File: config.mk
export PLATFORM = sky130hd
export DESIGN_NAME = tx_resp_arbiter
export DESIGN_NICKNAME = d
export VERILOG_FILES = /design/src/rtl/tx_resp_arbiter_pkg.sv /design/src/rtl/tx_resp_arbiter_resp_hold_buf.sv /design/src/rtl/tx_resp_arbiter.sv
export SDC_FILE = /design/constraint.sdc
export NUM_CORES = 1
export LEC_CHECK = 0
export ABC_AREA = 1
export CORE_ASPECT_RATIO = 0.8
export CORE_MARGIN = 2
export CORE_UTILIZATION = 49
export CTS_CLUSTER_SIZE = 30
export DETAILED_ROUTE_END_ITERATION = 10
export GPL_TIMING_DRIVEN = 0
export PLACE_DENSITY = 0.87
export SYNTH_ARGS = -nofsm -noshare
export SYNTH_HDL_FRONTEND = slang
export SYNTH_SLANG_ARGS = --single-unit
File: constraint.sdc
create_clock -name CLK -period 1.3 [get_ports CLK]
set_input_delay 0.26 -clock CLK [delete_from_list [all_inputs] [get_ports CLK]]
set_output_delay 0.26 -clock CLK [all_outputs]
set_load 0.01 [all_outputs]
File: src/rtl/tx_resp_arbiter_pkg.sv
// -----------------------------------------------------------------------------
// tx_resp_arbiter_pkg
// Shared types for the TX response arbiter: scheduler FSM states and the
// response-source identifier used for round-robin bookkeeping.
// -----------------------------------------------------------------------------
package tx_resp_arbiter_pkg;

  localparam int TX_DATA_W = 8;
  localparam int TX_RES_W  = 2 * TX_DATA_W;

  typedef enum logic {
    ARB_IDLE,
    ARB_ALU_HI
  } tx_arb_state_e;

  typedef enum bit {
    SRC_RD,
    SRC_ALU
  } tx_src_e;

endpackage

File: src/rtl/tx_resp_arbiter_resp_hold_buf.sv
// -----------------------------------------------------------------------------
// resp_hold_buf
// One-entry holding buffer for a response source.
//   clk, rst_n  : clock / asynchronous active-low reset
//   capture_i   : one-cycle strobe, data_i valid
//   data_i      : word to hold
//   clear_i     : entry is being consumed this cycle
//   pend_o      : entry holds an unsent word
//   buf_o       : held word
//   drop_o      : registered pulse, a capture was refused because the entry
//                 was occupied and not being consumed
// -----------------------------------------------------------------------------
module resp_hold_buf #(
  parameter int W = 8
) (
  input  logic         clk,
  input  logic         rst_n,
  input  logic         capture_i,
  input  logic [W-1:0] data_i,
  input  logic         clear_i,
  output logic         pend_o,
  output logic [W-1:0] buf_o,
  output logic         drop_o
);

  logic         pend_q, pend_d;
  logic [W-1:0] buf_q, buf_d;
  logic         drop_q, drop_d;
  logic         accept;

  // A slot freed in this same cycle may be refilled, which is what allows
  // back-to-back single-byte responses at full rate.
  assign accept = capture_i && (!pend_q || clear_i);

  always_comb begin
    pend_d = pend_q;
    buf_d  = buf_q;
    drop_d = capture_i && !accept;
    if (accept) begin
      pend_d = 1'b1;
      buf_d  = data_i;
    end else if (clear_i) begin
      pend_d = 1'b0;
    end
  end

  always_ff @(posedge clk or negedge rst_n) begin
    if (!rst_n) begin
      pend_q <= 1'b0;
      buf_q  <= '0;
      drop_q <= 1'b0;
    end else begin
      pend_q <= pend_d;
      buf_q  <= buf_d;
      drop_q <= drop_d;
    end
  end

  assign pend_o = pend_q;
  assign buf_o  = buf_q;
  assign drop_o = drop_q;

endmodule

File: src/rtl/tx_resp_arbiter.sv
// -----------------------------------------------------------------------------
// tx_resp_arbiter
// Shares the UART TX FIFO write port between register-file read bytes and
// 16-bit ALU results (sent LSB first). Each source has a one-entry buffer;
// a round-robin scheduler drains them, never writing while full is high.
//   CLK, RST            : clock / asynchronous active-low reset
//   rd_vld, rd_data     : register-file read byte strobe and data
//   alu_vld, alu_data   : ALU result strobe and data
//   full                : TX FIFO full
//   TX_P_DATA, TX_D_VLD : registered FIFO write data / strobe
//   rd_drop, alu_drop   : registered pulse, a response was lost (buffer busy)
//   busy                : any buffer pending or mid-result
// -----------------------------------------------------------------------------
module tx_resp_arbiter
  import tx_resp_arbiter_pkg::*;
#(
  parameter int DATA_W = TX_DATA_W,
  parameter int RES_W  = TX_RES_W
) (
  input  logic              CLK,
  input  logic              RST,
  input  logic              rd_vld,
  input  logic [DATA_W-1:0] rd_data,
  input  logic              alu_vld,
  input  logic [RES_W-1:0]  alu_data,
  input  logic              full,
  output logic [DATA_W-1:0] TX_P_DATA,
  output logic              TX_D_VLD,
  output logic              rd_drop,
  output logic              alu_drop,
  output logic              busy
);

  tx_arb_state_e     state_q, state_d;
  tx_src_e           last_grant_q, last_grant_d;
  logic [DATA_W-1:0] tx_data_q, tx_data_d;
  logic              tx_vld_q, tx_vld_d;

  logic              rd_pend, alu_pend;
  logic [DATA_W-1:0] rd_buf;
  logic [RES_W-1:0]  alu_buf;
  logic              rd_clear, alu_clear;
  logic              grant_rd, grant_alu;

  resp_hold_buf #(.W(DATA_W)) u_rd_buf (
    .clk       (CLK),
    .rst_n     (RST),
    .capture_i (rd_vld),
    .data_i    (rd_data),
    .clear_i   (rd_clear),
    .pend_o    (rd_pend),
    .buf_o     (rd_buf),
    .drop_o    (rd_drop)
  );

  resp_hold_buf #(.W(RES_W)) u_alu_buf (
    .clk       (CLK),
    .rst_n     (RST),
    .capture_i (alu_vld),
    .data_i    (alu_data),
    .clear_i   (alu_clear),
    .pend_o    (alu_pend),
    .buf_o     (alu_buf),
    .drop_o    (alu_drop)
  );

  // On a tie the source that did not win last time is served.
  assign grant_rd  = rd_pend  && (!alu_pend || (last_grant_q == SRC_ALU));
  assign grant_alu = alu_pend && (!rd_pend  || (last_grant_q == SRC_RD));

  // State register (also holds the registered FIFO write port).
  always_ff @(posedge CLK or negedge RST) begin
    if (!RST) begin
      state_q      <= ARB_IDLE;
      last_grant_q <= SRC_ALU;
      tx_data_q    <= '0;
      tx_vld_q     <= 1'b0;
    end else begin
      state_q      <= state_d;
      last_grant_q <= last_grant_d;
      tx_data_q    <= tx_data_d;
      tx_vld_q     <= tx_vld_d;
    end
  end

  // Next-state logic. Once the LO byte is out, stay in ALU_HI until the HI
  // byte goes, so nothing can be interleaved inside an ALU result.
  always_comb begin
    state_d = state_q;
    case (state_q)
      ARB_IDLE:   if (!full && !grant_rd && grant_alu) state_d = ARB_ALU_HI;
      ARB_ALU_HI: if (!full) state_d = ARB_IDLE;
      default:    state_d = ARB_IDLE;
    endcase
  end

  // Output / datapath logic.
  always_comb begin
    tx_data_d    = tx_data_q;
    tx_vld_d     = 1'b0;
    last_grant_d = last_grant_q;
    rd_clear     = 1'b0;
    alu_clear    = 1'b0;
    case (state_q)
      ARB_IDLE: begin
        if (!full) begin
          if (grant_rd) begin
            tx_data_d    = rd_buf;
            tx_vld_d     = 1'b1;
            rd_clear     = 1'b1;
            last_grant_d = SRC_RD;
          end else if (grant_alu) begin
            tx_data_d    = alu_buf[DATA_W-1:0];
            tx_vld_d     = 1'b1;
            last_grant_d = SRC_ALU;
          end
        end
      end
      ARB_ALU_HI: begin
        if (!full) begin
          tx_data_d = alu_buf[RES_W-1:DATA_W];
          tx_vld_d  = 1'b1;
          alu_clear = 1'b1;
        end
      end
      default: ;
    endcase
  end

  assign TX_P_DATA = tx_data_q;
  assign TX_D_VLD  = tx_vld_q;
  assign busy      = rd_pend || alu_pend || (state_q != ARB_IDLE);

endmodule
# Word-level counts from Yosys, hierarchy flattened

Index checks and enable logic that the tools add are counted.

Word-level logic and storage cells: 64
Flip-flop bits (word level): 39
Bits of input ports: 29
Output and inout port bits: 12

Bitwise gates (word level): 3
Multiplexer cells: 23
Reductions and logical operators: 25
Eq/ne operators: 3

Operators with widths:

| kind                                 | count |
|---|---|
| two-way mux 8 bit                    | 4 |
| two-way mux 1 bit                    | 16 |
| one-hot mux 8 bit (2 select lines)   | 1 |
| logical AND 1 bit                    | 8 |
| zero test 1 bit                      | 6 |
| logical OR 1 bit                     | 6 |
| AND reduction 3 bit                  | 2 |
| nonzero test 2 bit                   | 3 |
| != test 2 bit, second input constant | 2 |
| one-hot mux 1 bit (2 select lines)   | 2 |
| != test 3 bit, second input constant | 1 |
| NOT 1 bit                            | 3 |

# Depth between registers and ports, before layout

Word-level depth: 10
Gate-level depth with buffers: 7
Gate-level depth less buffers: 7

# Hierarchy

A second synthesis with hierarchy kept.

Cell total of the unflattened synthesis: 213
Area total of the unflattened synthesis: 1,858.0 um^2

Modules (own cells, without submodules):

| module                    | area an instance (um^2) | instances | cells each | sequential area each (um^2) |
|---|---|---|---|---|
| resp_hold_buf (u_alu_buf) | 721.9                   | 1         | 76         | 450.4 |
| tx_resp_arbiter           | 676.9                   | 1         | 95         | 276.5 |
| resp_hold_buf (u_rd_buf)  | 459.2                   | 1         | 42         | 250.2 |

# Worst setup path after synthesis

No wires, ideal clock.

Path type: reg2reg
Start point: reg u_alu_buf.pend_q, in the netlist u_alu_buf.pend_o
End point: reg tx_data_q[5], in the netlist TX_P_DATA[5]
Clock period less this slack: 1.175 ns
Buffers on the path: 1
Library setup time: 0.116 ns
Data required time: 1.184 ns
Path slack: 0.125 ns
Arrival time: 1.059 ns
Stages on the path, launching flop included: 8
Cells stage by stage: dfrtp_1 nor2_1 nand2_2 nand2_4 buf_6 nor2_1 nand2_1 nand2_1

Longest elaborated chain between the ends: 6
Elaborated cells on any way between the ends: 9
Those cells by class: 1 x eq/ne; 3 x mux; 5 x reduce/logical

Ends and longest elaborated chain:

| item                               | line                                | source |
|---|---|---|
| from (decl)                        | tx_resp_arbiter_resp_hold_buf.sv:26 | `logic pend_q, pend_d;` |
| from (signal assigned)             | tx_resp_arbiter_resp_hold_buf.sv:53 | `pend_q <= pend_d;` |
| zero test 1 bit                    | tx_resp_arbiter.sv:68               | `assign grant_rd = rd_pend && (!alu_pend \|\| (last_grant_q == SRC_ALU));` |
| logical OR 1 bit                   | tx_resp_arbiter.sv:68               |  |
| logical AND 1 bit                  | tx_resp_arbiter.sv:68               |  |
| two-way mux 8 bit                  | tx_resp_arbiter.sv:107              | `if (grant_rd) begin` |
| two-way mux 8 bit                  | tx_resp_arbiter.sv:106              | `if (!full) begin` |
| one-hot mux 8 bit (2 select lines) | tx_resp_arbiter.sv:104              | `case (state_q)` |
| to (signal assigned)               | tx_resp_arbiter.sv:81               | `tx_data_q <= tx_data_d;` |
| to (decl)                          | tx_resp_arbiter.sv:36               | `logic [DATA_W-1:0] tx_data_q, tx_data_d;` |

Parallel ways exist; a longest one is shown, timed or not. The select of a mux whose other input is x is not followed.
A chain may end at the register's enable or synchronous reset.

# Final worst setup path

Start point: reg state_q
End point: reg u_alu_buf.buf_q[12], in the netlist u_alu_buf.buf_o[12]

Longest elaborated chain between the ends: 3

Ends and longest elaborated chain:

| item                   | line                                | source |
|---|---|---|
| from (decl)            | tx_resp_arbiter.sv:34               | `tx_arb_state_e state_q, state_d;` |
| from (signal assigned) | tx_resp_arbiter.sv:79               | `state_q <= state_d;` |
| two-way mux 1 bit      | tx_resp_arbiter.sv:104              |  |
| logical OR 1 bit       | tx_resp_arbiter_resp_hold_buf.sv:33 | `assign accept = capture_i && (!pend_q \|\| clear_i);` |
| logical AND 1 bit      | tx_resp_arbiter_resp_hold_buf.sv:33 |  |
| to (signal assigned)   | tx_resp_arbiter_resp_hold_buf.sv:54 | `buf_q <= buf_d;` |
| to (decl)              | tx_resp_arbiter_resp_hold_buf.sv:27 | `logic [W-1:0] buf_q, buf_d;` |

No other way between the ends.

==> results.ini <==
[outcome]
outcome=complete, but fails checks
violations=setup timing

[placed_design]
port_buffers=38
placed_area_um2=2170
gp_congestion=0.849
dp_hpwl_um=2750

[sta]
worst-slew-pin-transition_ns=0.858
fin_tns_setup_ns=-0.191
fmax_ghz=0.748
fin_hold_ws_ns=0.0707
finalHoldViolations=0
fin_crit_sh_pct=103
slew_headroom_pct=42.8
finClkSkew_ns=0.00832
drv_slew=0
min_period_ns=1.34
setup_viol=16
setup_ws_ns=-0.0360
rsz0062_at_grt=true

[clock_tree]
clock-sinks=39
clk_latency_ns=0.30
hold_buffers=0
htree_levels=2
cts_tree=built
cts.path.max_buffers=2
cts_root_buffer=clkbuf_8
clkTransAtPathRegs_ns=0.08
numCtsBuffers=5

[floorplanning]
initial_core_util_pct=51.0
dieArea_um2=4060
die_h_um=57.4
pin_count=41
die_width_um=70.7
rows=19
coreArea_um2=3420

[synthesis]
ys_seq_elements=39
ys_top_cells_by_count=nand2_1 (79), nand3_1 (49), dfrtp_1 (38)
syn_area_um2=1740
synth-main-ff-cell=dfrtp_1
yosysMostFrequentCell=nand2_1
synthCells=211
synth-seq-area-share_pct=56.0
synth_cell_type_count=17
avgSynthCellArea_um2=8.27
synth_top_cell_by_area=dfrtp_1
netlist.area_leader.share_pct=54.5
yosys-top-cells-area=dfrtp_1 (55%), nand2_1 (17%), nand3_1 (14%)
synth_edf_count=0
synth_nets=240
yosys_warnings=0
synthArstFlopShare_pct=100

[detailed_routing]
viasPerCell=5.20
drtIter0Drc=124
wl_um=4470
ant_nets=0
wire_per_inst_um=14.2
vias=1633
first_pass_iters=4
route.detailed.drc=0

[layout]
antenna_cells=0
design_area_um2=2590
multi_input_comb_area_um2=828
regArea_um2=980
areaGrowthSynthToFinish_pct=48.7
nets=300
post-route-util_pct=75.8
largest_reg_flops=16
drive_gt1_share_pct=27.2
filler_cell_count=250

[critical_path]
slowest_delay_ns=0.42
critPathLaunchType=flip-flop
required_ns=1.49
path_class=reg -> reg
worstPathArrival_ns=1.52
worst_r2r_path_depth=7
r2r_slack_ns=-0.04
crit_top_cell=nand2_2
path_max_fanout=5
cp_cell_sequence=inv_4 > buf_8 > o21ai_4 > nand2_4 > buf_6 > nand2_2 > nand2_2
worstSetupEndpointType=flip-flop
slowest_stage=dfrtp_1

[power_and_ir_drop]
p_leak_nw=1.32
p_per_area_nw_per_um2=2190
p_comb_share_pct=43.8
p_sw_mw=2.17
pwr-share-seq_pct=37.8
totalPowerFinal_mw=5.69
internal-power_mw=3.52
pwr-share-clk_pct=18.4
ir_drop_uv=1240
power_switching_share_pct=38.2

[job]
drv_cap=0

[grt]
grt_pass1_wl_um=6830
grt_max_degree=40
overflow=0
antenna_found_initial=0
grt_usage_pct=22.0
grt_pass1_vias=1554

[worst_hold_path]
min_path_type=in -> async

==> through the flow <==
step	setup WS (ns)	std cells
floorplan	0.125	211
global placement	-0.905	291
detailed placement	-0.335	291
CTS	-0.0275	304
global route	-0.0837	314
finish	-0.0360	314
==> placed cells by master (no fill, tap or decap), drive strengths merged <==
cell type and n:
buf 22, clkinv 1, dfrtp 38, dlymetal6s2s 1, inv 7, dlygate4sd2 11
dfstp 1, nand3 49, o21ai 3, clkbuf 9, nor2 20, clkdlybuf4s50 24
bufinv 1, nor3 1, nand2 84
==> path summary, 6_finish.rpt <==
path	from	endpoint
min in group CLK	alu_vld	u_alu_buf.buf_o[2]
max in group asynchronous	RST	u_alu_buf.pend_o
setup reg to reg	state_q	u_alu_buf.buf_o[12]
setup / recovery	state_q	u_alu_buf.buf_o[12]
hold reg to reg	TX_P_DATA[4]	TX_P_DATA[4]
hold / removal	RST	u_rd_buf.buf_o[4]
==> cell type report <==
| type | count | share of cell area, % |
|---|---|---|
| well taps | 42 | 2.03 |
| repair buffers | 52 | 19.7 |
| clock inverters | 2 | 1.35 |
| multi-input cells | 157 | 31.9 |
| plain buffers | 9 | 2.89 |
| clock buffers | 6 | 3.18 |
| flip-flops and latches | 39 | 37.8 |
| inverters | 7 | 1.11 |
==> power by group through the flow <==
stage | Sequential (mW) | Clock (mW) | Combinational [mW]
5_1_grt | 2.20 | 1.12 | 2.73
6_report | 2.15 | 1.05 | 2.49
4_1_cts | 2.07 | 1.06 | 2.05
3_3_place_gp | 2.07 | 0 | 1.85
3_5_place_dp | 2.09 | 0 | 1.91
2_1_floorplan | 2.08 | 0 | 1.18
==> critical path: cells and delay by family (launching register included) <==
kind / cells / cell delay (ns)
AO/OA/AOI/OAI: 1 / 0.22
flip-flops: 1 / 0.42
AND/OR/NAND/NOR: 3 / 0.23
buffers and inverters: 3 / 0.35
==> metal layers <==
metal / vias to the layer above / track usage, % / routed length [um]
li1: 804 / - / -
met1: 752 / 30.0 / 1970
met2: 65 / 33.2 / 2120
met3: 12 / 6.54 / 287
met4: 0 / 9.16 / 96
met5: - / 0 / 0
==> cell families after synthesis <==
logic type | after synthesis | synth area share (%)
and+or+nand+nor | 153 | 37.7
DFF | 39 | 56.0
buffers and inverters | 16 | 4.81
AOI/OAI and AO/OA | 3 | 1.51
==> timing repair <==
item                                    4_1_cts  5_1_grt
pin swaps                                     2        6
gates cloned                                  0        4
endpoints found under the setup margin       37       33
setup buffers                                 5        6
resized for setup                            28       45
No activity file was read; power rests on OpenSTA's default activity.
